**src/rtl/div_inner.sv**
```systemverilog
// div_inner: bit-serial signed restoring divider.
// Operands are converted to magnitudes at accept and one quotient bit is
// produced per cycle, MSB first. The signs are applied to the quotient and
// remainder in the first DONE cycle, and the result is then held for the
// downstream valid/ready handshake.
module div_inner #(
  parameter int WIDTH = 8,
  parameter int DEPTH = 3
) (
  input  logic             clk,
  input  logic             rst_n,
  input  logic             clr,
  input  logic             i_valid,
  output logic             i_ready,
  input  logic [WIDTH-1:0] i_dividend,
  input  logic [WIDTH-1:0] i_divisor,
  output logic             o_valid,
  input  logic             o_ready,
  output logic [WIDTH-1:0] o_quotient,
  output logic [WIDTH-1:0] o_remainder,
  output logic             o_dbz,
  output logic             o_ovf
);

  typedef enum logic [1:0] {
    IDLE = 2'd0,
    BUSY = 2'd1,
    DONE = 2'd2
  } state_t;

  localparam logic [WIDTH-1:0] MIN_INT  = {1'b1, {(WIDTH-1){1'b0}}};
  localparam logic [WIDTH-1:0] ALL_ONES = '1;
  localparam logic [WIDTH-1:0] ONE      = WIDTH'(1);

  state_t state;
  state_t state_next;

  // Operand magnitudes, signs and the original dividend (returned on divide-by-zero)
  logic [WIDTH-1:0] dvd_mag;
  logic [WIDTH-1:0] dvs_mag;
  logic [WIDTH-1:0] dvd_orig;
  logic             sign_a;
  logic             sign_b;

  // Iteration state: partial remainder, quotient bits and bit index
  logic [WIDTH-1:0] rem;
  logic [WIDTH-1:0] quo;
  logic [DEPTH-1:0] cnt;

  // Special-case flags captured at accept
  logic             dbz_q;
  logic             ovf_q;

  // Combinational helpers
  logic             accept;
  logic [WIDTH-1:0] dvd_abs;
  logic [WIDTH-1:0] dvs_abs;
  logic [WIDTH:0]   rem_shift;
  logic             rem_ge;
  logic [WIDTH-1:0] rem_sub;
  logic [WIDTH-1:0] res_q;
  logic [WIDTH-1:0] res_r;

  // Input acceptance and operand magnitudes (|min_int| still fits unsigned)
  always_comb begin
    accept  = (state == IDLE) && i_valid && !clr;
    dvd_abs = i_dividend[WIDTH-1] ? (~i_dividend + ONE) : i_dividend;
    dvs_abs = i_divisor[WIDTH-1]  ? (~i_divisor  + ONE) : i_divisor;
  end

  // One restoring step: shift in the next dividend bit, subtract if it fits.
  // After a subtraction the result is below the divisor, so it fits in WIDTH bits.
  always_comb begin
    rem_shift = {rem, dvd_mag[cnt]};
    rem_ge    = rem_shift >= {1'b0, dvs_mag};
    rem_sub   = rem_shift[WIDTH-1:0] - dvs_mag;
  end

  // Sign correction and special-case overrides for the final result
  always_comb begin
    res_q = (sign_a ^ sign_b) ? (~quo + ONE) : quo;
    res_r = sign_a ? (~rem + ONE) : rem;
    if (dbz_q) begin
      res_q = ALL_ONES;
      res_r = dvd_orig;
    end else if (ovf_q) begin
      res_q = MIN_INT;
      res_r = '0;
    end
  end

  // State register
  always_ff @(posedge clk or negedge rst_n) begin
    if (!rst_n) begin
      state <= IDLE;
    end else begin
      state <= state_next;
    end
  end

  // Next-state logic; clr returns to IDLE from any state
  always_comb begin
    state_next = state;
    if (clr) begin
      state_next = IDLE;
    end else begin
      case (state)
        IDLE: if (i_valid) state_next = BUSY;
        BUSY: if (cnt == '0) state_next = DONE;
        DONE: if (o_valid && o_ready) state_next = IDLE;
        default: state_next = IDLE;
      endcase
    end
  end

  // FSM outputs
  always_comb begin
    i_ready = (state == IDLE);
  end

  // Operand capture and one quotient bit per BUSY cycle
  always_ff @(posedge clk or negedge rst_n) begin
    if (!rst_n) begin
      dvd_mag  <= '0;
      dvs_mag  <= '0;
      dvd_orig <= '0;
      sign_a   <= 1'b0;
      sign_b   <= 1'b0;
      rem      <= '0;
      quo      <= '0;
      cnt      <= '0;
      dbz_q    <= 1'b0;
      ovf_q    <= 1'b0;
    end else if (clr) begin
      dvd_mag  <= '0;
      dvs_mag  <= '0;
      dvd_orig <= '0;
      sign_a   <= 1'b0;
      sign_b   <= 1'b0;
      rem      <= '0;
      quo      <= '0;
      cnt      <= '0;
      dbz_q    <= 1'b0;
      ovf_q    <= 1'b0;
    end else if (accept) begin
      dvd_mag  <= dvd_abs;
      dvs_mag  <= dvs_abs;
      dvd_orig <= i_dividend;
      sign_a   <= i_dividend[WIDTH-1];
      sign_b   <= i_divisor[WIDTH-1];
      rem      <= '0;
      quo      <= '0;
      cnt      <= DEPTH'(WIDTH - 1);
      dbz_q    <= (i_divisor == '0);
      ovf_q    <= (i_dividend == MIN_INT) && (i_divisor == ALL_ONES);
    end else if (state == BUSY) begin
      rem      <= rem_ge ? rem_sub : rem_shift[WIDTH-1:0];
      quo[cnt] <= rem_ge;
      if (cnt != '0) begin
        cnt <= cnt - DEPTH'(1);
      end
    end
  end

  // Result registers: loaded in the first DONE cycle, held until o_ready
  always_ff @(posedge clk or negedge rst_n) begin
    if (!rst_n) begin
      o_valid     <= 1'b0;
      o_quotient  <= '0;
      o_remainder <= '0;
      o_dbz       <= 1'b0;
      o_ovf       <= 1'b0;
    end else if (clr) begin
      o_valid     <= 1'b0;
      o_quotient  <= '0;
      o_remainder <= '0;
      o_dbz       <= 1'b0;
      o_ovf       <= 1'b0;
    end else if (accept) begin
      o_valid <= 1'b0;
      o_dbz   <= 1'b0;
      o_ovf   <= 1'b0;
    end else if ((state == DONE) && !o_valid) begin
      o_valid     <= 1'b1;
      o_quotient  <= res_q;
      o_remainder <= res_r;
      o_dbz       <= dbz_q;
      o_ovf       <= ovf_q;
    end else if ((state == DONE) && o_ready) begin
      o_valid <= 1'b0;
    end
  end

endmodule
```
**config.mk**
```make
export PLATFORM = sky130hd
export DESIGN_NAME = div_inner
export DESIGN_NICKNAME = d
export VERILOG_FILES = /design/src/rtl/div_inner.sv
export SDC_FILE = /design/constraint.sdc
export NUM_CORES = 1
export LEC_CHECK = 0
export CORE_UTILIZATION = 40
export CTS_CLUSTER_SIZE = 16
export DETAILED_ROUTE_END_ITERATION = 6
export PLACE_DENSITY = 0.6
export SLEW_MARGIN = 0
export SYNTH_ARGS = -nofsm -noshare
export SYNTH_HDL_FRONTEND = slang
export SYNTH_SLANG_ARGS = --single-unit
```
**constraint.sdc**
```tcl
create_clock -name clk -period 3.4 [get_ports clk]
set_clock_uncertainty 0.15 [all_clocks]
set_input_delay 0.85 -clock clk [delete_from_list [all_inputs] [get_ports clk]]
set_output_delay 0.85 -clock clk [all_outputs]
set_load 0.03 [all_outputs]
```
# Word level (Yosys, flattened, before mapping)
# Cells that the tools add are included.
[op_classes] addsub=6 n_lt_le_gt_ge=3 n_eq_ne=8 muxes=59 n_bitwise=5 n_reduce_logical=22
[op_table] cell="two-way mux 8 bit" count=27
[op_table] cell="adder 8 x 1 -> 8 bit (second input constant)" count=4
[op_table] cell="inverter 8 bit" count=4
[op_table] cell="two-way mux 1 bit" count=20
[op_table] cell="equality test 8 bit (second input constant)" count=2
[op_table] cell="two-way mux 3 bit" count=4
[op_table] cell="nonzero test 3 bit" count=4
[op_table] cell=">= comparator 9 x 8 -> 1 bit" count=1
[op_table] cell="inequality test 3 bit (second input constant)" count=3
[op_table] cell="bitwise mux 8 bit" count=1
[op_table] cell="logical NOT 8 bit" count=1
[op_table] cell="two-way mux 2 bit" count=4
[op_table] cell="subtractor 8 bit" count=1
[op_table] cell="logical AND 1 bit" count=7
[op_table] cell="one-hot mux 2 bit (3 select lines)" count=1
[op_table] cell="less-than comparator 3 x 4 -> 1 bit (second input constant)" count=1
[op_table] cell="AND reduction 2 bit" count=2
[op_table] cell="nonzero test 2 bit" count=2
[op_table] cell="nonzero test 4 bit" count=1
[op_table] cell="binary-select mux 1 bit (select 3 bit)" count=1
[op_table] cell="demux 1 bit (select 3 bit)" count=1
[op_table] cell=">= comparator 3 x 1 -> 1 bit (second input constant)" count=1
[op_table] cell="logical NOT 3 bit" count=1
[op_table] cell="AND reduction 3 bit" count=1
[op_table] cell="other kinds (7)" count=8
[totals] regBits=68 input_bits=21 out_inout_bits=20 wordCells=119

# Logic depth before layout (Yosys ltp)
[logic_depth] ltp_word=8 depth_mapped=11 mapped_depth_nobuf=10

# Least setup slack after synthesis
# OpenSTA, ideal clock, no wires.
[synth_timing] kind="flip-flop to flip-flop" from="register cnt[0]" to="register rem[6]" setup_ps=127 arrival_time_ps=2677 path_slack_ps=446 stages_incl_launch_ff=12 path_buffers=1 period_less_slack_ps=2954 path_cell_list="dfrtp_1 > clkbuf_1 > mux4_2 > mux2i_1 > ha_1 > inv_1 > fa_1 > a211oi_1 > o21bai_1 > a21oi_1 > xor2_1 > o21ai_0"
[synth_between] elab_chain_cells=7 word_cells_on_any_way=8
[synth_lines] item="from (decl)" line_no="48" rtl="logic [DEPTH-1:0] cnt;"
[synth_lines] item="from (signal assigned)" line_no="153" rtl="cnt <= DEPTH'(WIDTH - 1);"
[synth_lines] item="from (signal assigned)" line_no="160" rtl="cnt <= cnt - DEPTH'(1);"
[synth_lines] item="binary-select mux 1 bit (select 3 bit) *" line_no="74" rtl="rem_shift = {rem, dvd_mag[cnt]};"
[synth_lines] item="two-way mux 1 bit (not written as such) *" line_no="74"
[synth_lines] item="subtractor 8 bit / >= comparator 9 x 8 -> 1 bit (equally long branches)" line_no="76, 75"
[synth_lines] item="two-way mux 8 bit *" line_no="157" rtl="rem <= rem_ge ? rem_sub : rem_shift[WIDTH-1:0];"
[synth_lines] item="two-way mux 8 bit *" line_no="156" rtl="end else if (state == BUSY) begin"
[synth_lines] item="two-way mux 8 bit *" line_no="145" rtl="end else if (accept) begin"
[synth_lines] item="two-way mux 8 bit *" line_no="134" rtl="end else if (clr) begin"
[synth_lines] item="to (signal assigned)" line_no="157"
[synth_lines] item="to (decl)" line_no="46" rtl="logic [WIDTH-1:0] rem;"
# Mark *: on every way between the ends. The rest lies on a longest branch, timed or not. The select of a mux whose other input is x is not followed.
# A chain may end at the register's enable or synchronous reset.

# Final worst setup path
# Same ends and word-level chain as after synthesis.

==> qor.yml <==
setup_path:
  setup.worst_path.start_class: "flop"
  cp_slowest_cell: "mux4_2"
  crit_path_max_fanout: 9
  cp.required_ns: 3.48
  crit_family: "multiplexers"
  end_kind: "flop"
  cp_cell_sequence: "mux4_2, mux2i_1, ha_1, inv_1, fa_1, a211oi_1, o21bai_1, a21oi_1, xor2_1, o21ai_0"
  crit_type: "flop to flop"
  cp.arrival_ns: 3.15
  worst-path-buf-inv: 1
  crit_path_max_incr_delay_ns: 0.54
sta:
  setup_viol: 0
  max_freq_ghz: 0.326
  tns_ns: 0
  slew_headroom: 0.455
  final-hold-violation-count: 0
  rsz0062_at_grt: "false"
  worst_pin_slew_ns: 0.814
  min_period_ns: 3.07
  report.final.slew_viol_count: 0
  period_share: 0.902
route:
  via_per_inst: 5.40
  wirelength_um: 9320
  antenna_left: 0
  wl_per_cell_um: 15.8
  drc_errors: 0
  drt-pass1-iter-count: 5
  initialDrtViolationCount: 159
  vias: 3179
finish:
  drive_gt1_frac: 0.0674
  syn_to_final_growth_pct: 20.6
  diodes: 0
  nNetsFinal: 493
  final_cells: 589
place:
  placedCellCount: 573
  dp_hpwl_um: 6910
  portBuffers: 40
  place_congestion: 0.884
synthesis:
  yosys_warnings: 0
  yosysMostFrequentCell: "dfrtp_1"
  synth-main-ff-cell: "dfrtp_1"
  synth.largest_area_cell: "dfrtp_1"
  post_synth.cell_area_avg_um2: 9.11
  synthArstFlopShare: 1.00
  synth_top_area_frac: 0.434
  synth_fp_nets: 456
  synth.top_cells.by_area: "dfrtp_1 43%, ha_1 5.3%, nand2_1 4.8%"
  yosysSeqAreaShare: 0.434
  synth_edf_count: 0
  synthCells: 418
  ys_seq_elements: 66
  synth_cell_types: 49
  netlist_area_um2: 3810
  synth_common_cells: "66 x dfrtp_1, 49 x nand2_1, 38 x nor2_1, 25 x o21ai_0, 22 x inv_1"
clock_tree:
  holdBufCountCts: 0
  cts_tree: "yes"
  post_cts_buffers: 0
  cts-root-buf: "clkbuf_8"
  cts_made_buffers: 9
  worstSkewPairLatency_ns: 0.35
  htreeDepth: 3
  cts_resized: 0
  clkSinkCount: 66
  clk_pin_slew_ns: 0.07
  cts_buffer_depth: 2
floorplan:
  num_rows: 35
  die_w_um: 99.5
  die_y_um: 99.5
  start_util: 0.412
  num_io_pins: 41
  die_area_um2: 9910
  coreArea_um2: 9240
pwr:
  irDropWorstVdd_uv: 316
  power_density_nw_per_um2: 533
  p_leak_nw: 1.99
grt:
  grtUsageTotal: 0.206
  grt_pass1_vias: 3108
  grt_pass1_wl_um: 15800
  grt_overflow: 0
  grt_max_degree: 39
  antenna_found_initial: 0
flow_run:
  max_cap_violations: 0
hold_path:
  hold_class: "flop to flop"
status:
  status: "finished, final reports clean"
flip-flops by register name, summed over array words and instances, names as in the netlist, 2 cells and up:
name	cells
dvd_mag	8
dvs_mag	8
o_quotient	8
o_remainder	8
quo	8
rem	8
dvd_orig	7
cnt	3
state	2
cell families (layout without fill, tap and decap cells):
| family | Yosys count | after routing | share of synthesized area |
|---|---|---|---|
| DFF | 66 | 66 | 0.434 |
| AOI/OAI and AO/OA | 107 | 107 | 0.180 |
| buffers and inverters | 45 | 87 | 0.0464 |
| and+or+nand+nor | 140 | 140 | 0.171 |
| muxes | 14 | 14 | 0.0434 |
| adders and majority gates | 17 | 17 | 0.0579 |
| xor gates and xnor gates | 29 | 29 | 0.0667 |
path summary, 6_finish.rpt:
kind,from,to,slack (ns),cells past startpoint
hold / removal,dvd_mag[6]$_DFFE_PN0N_,dvd_mag[6]$_DFFE_PN0N_,0.34,2
hold reg to reg,dvd_mag[6]$_DFFE_PN0N_,dvd_mag[6]$_DFFE_PN0N_,0.34,2
setup reg to reg,cnt[0]$_DFFE_PN0P_,rem[6]$_DFFE_PN0P_,0.33,10
setup / recovery,cnt[0]$_DFFE_PN0P_,rem[6]$_DFFE_PN0P_,0.33,10
max in group asynchronous,rst_n,dvs_mag[7]$_DFFE_PN0N_,2.07,2
min in group asynchronous,rst_n,quo[6]$_DFFE_PN0P_,0.39,1
placed cells by master (no fill, tap or decap), drive strengths merged, types with 3 or more instances in the layout:
| master | n |
|---|---|
| nand2 | 49 |
| xor2 | 20 |
| o31ai | 4 |
| clkbuf | 9 |
| a22oi | 8 |
| dfrtp | 66 |
| clkdlybuf4s50 | 39 |
| a22o | 9 |
| nor3 | 15 |
| bufinv | 3 |
| mux2i | 12 |
| nor2b | 6 |
| a211oi | 8 |
| nor4 | 6 |
| nand3 | 9 |
| o22ai | 5 |
| buf | 10 |
| o21ai | 37 |
| a21boi | 3 |
| a21oi | 18 |
| inv | 23 |
| ha | 16 |
| xnor2 | 9 |
| nor2 | 38 |
where the power goes:
| group | internal [W] | switching [W] |
|---|---|---|
| Clock | 0.000487 | 0.000326 |
| Combinational | 0.000288 | 0.000416 |
| Sequential | 0.000849 | 0.0000786 |
| Total | 0.00162 | 0.000821 |
metrics by stage:
step	setup WS [ns]	utilization	power, W	area [µm²]	hold slack (ns)
final	0.332	0.497	0.00245	4590	0.339
after global routing	0.0731	0.497	0.00259	4590	0.373
after CTS	0.310	0.497	0.00247	4590	0.345
after detailed placement	0.309	0.471	0.00165	4350	0.329
after global placement	0.362	0.471	0.00164	4350	0.318
after floorplan	0.446	-	0.00144	3810	0.295
area by class of cell:
cell class | instances | area [µm²]
Clock inverter | 7 | 116
Timing Repair Buffer | 49 | 475
Multi-Input combinational cell | 307 | 1980
Tap cell | 129 | 161
Inverter | 22 | 82.6
Fill cell | 883 | 4650
Sequential cell | 66 | 1650
Clock buffer | 9 | 124
worst min-delay path: stages, from the launching register on:
cell,delay (ns)
dfrtp_1,0.35
nand2_1,0.05
o21ai_0,0.06
per-layer routing:
layer / up-vias / GRT usage / wire [µm]
met5: - / 0 / 0
met4: 0 / 0.0509 / 91
met3: 8 / 0.0358 / 415
li1: 1539 / - / -
met2: 89 / 0.352 / 4580
met1: 1543 / 0.272 / 4240
Note: power is estimated with default switching activity, not from simulation.
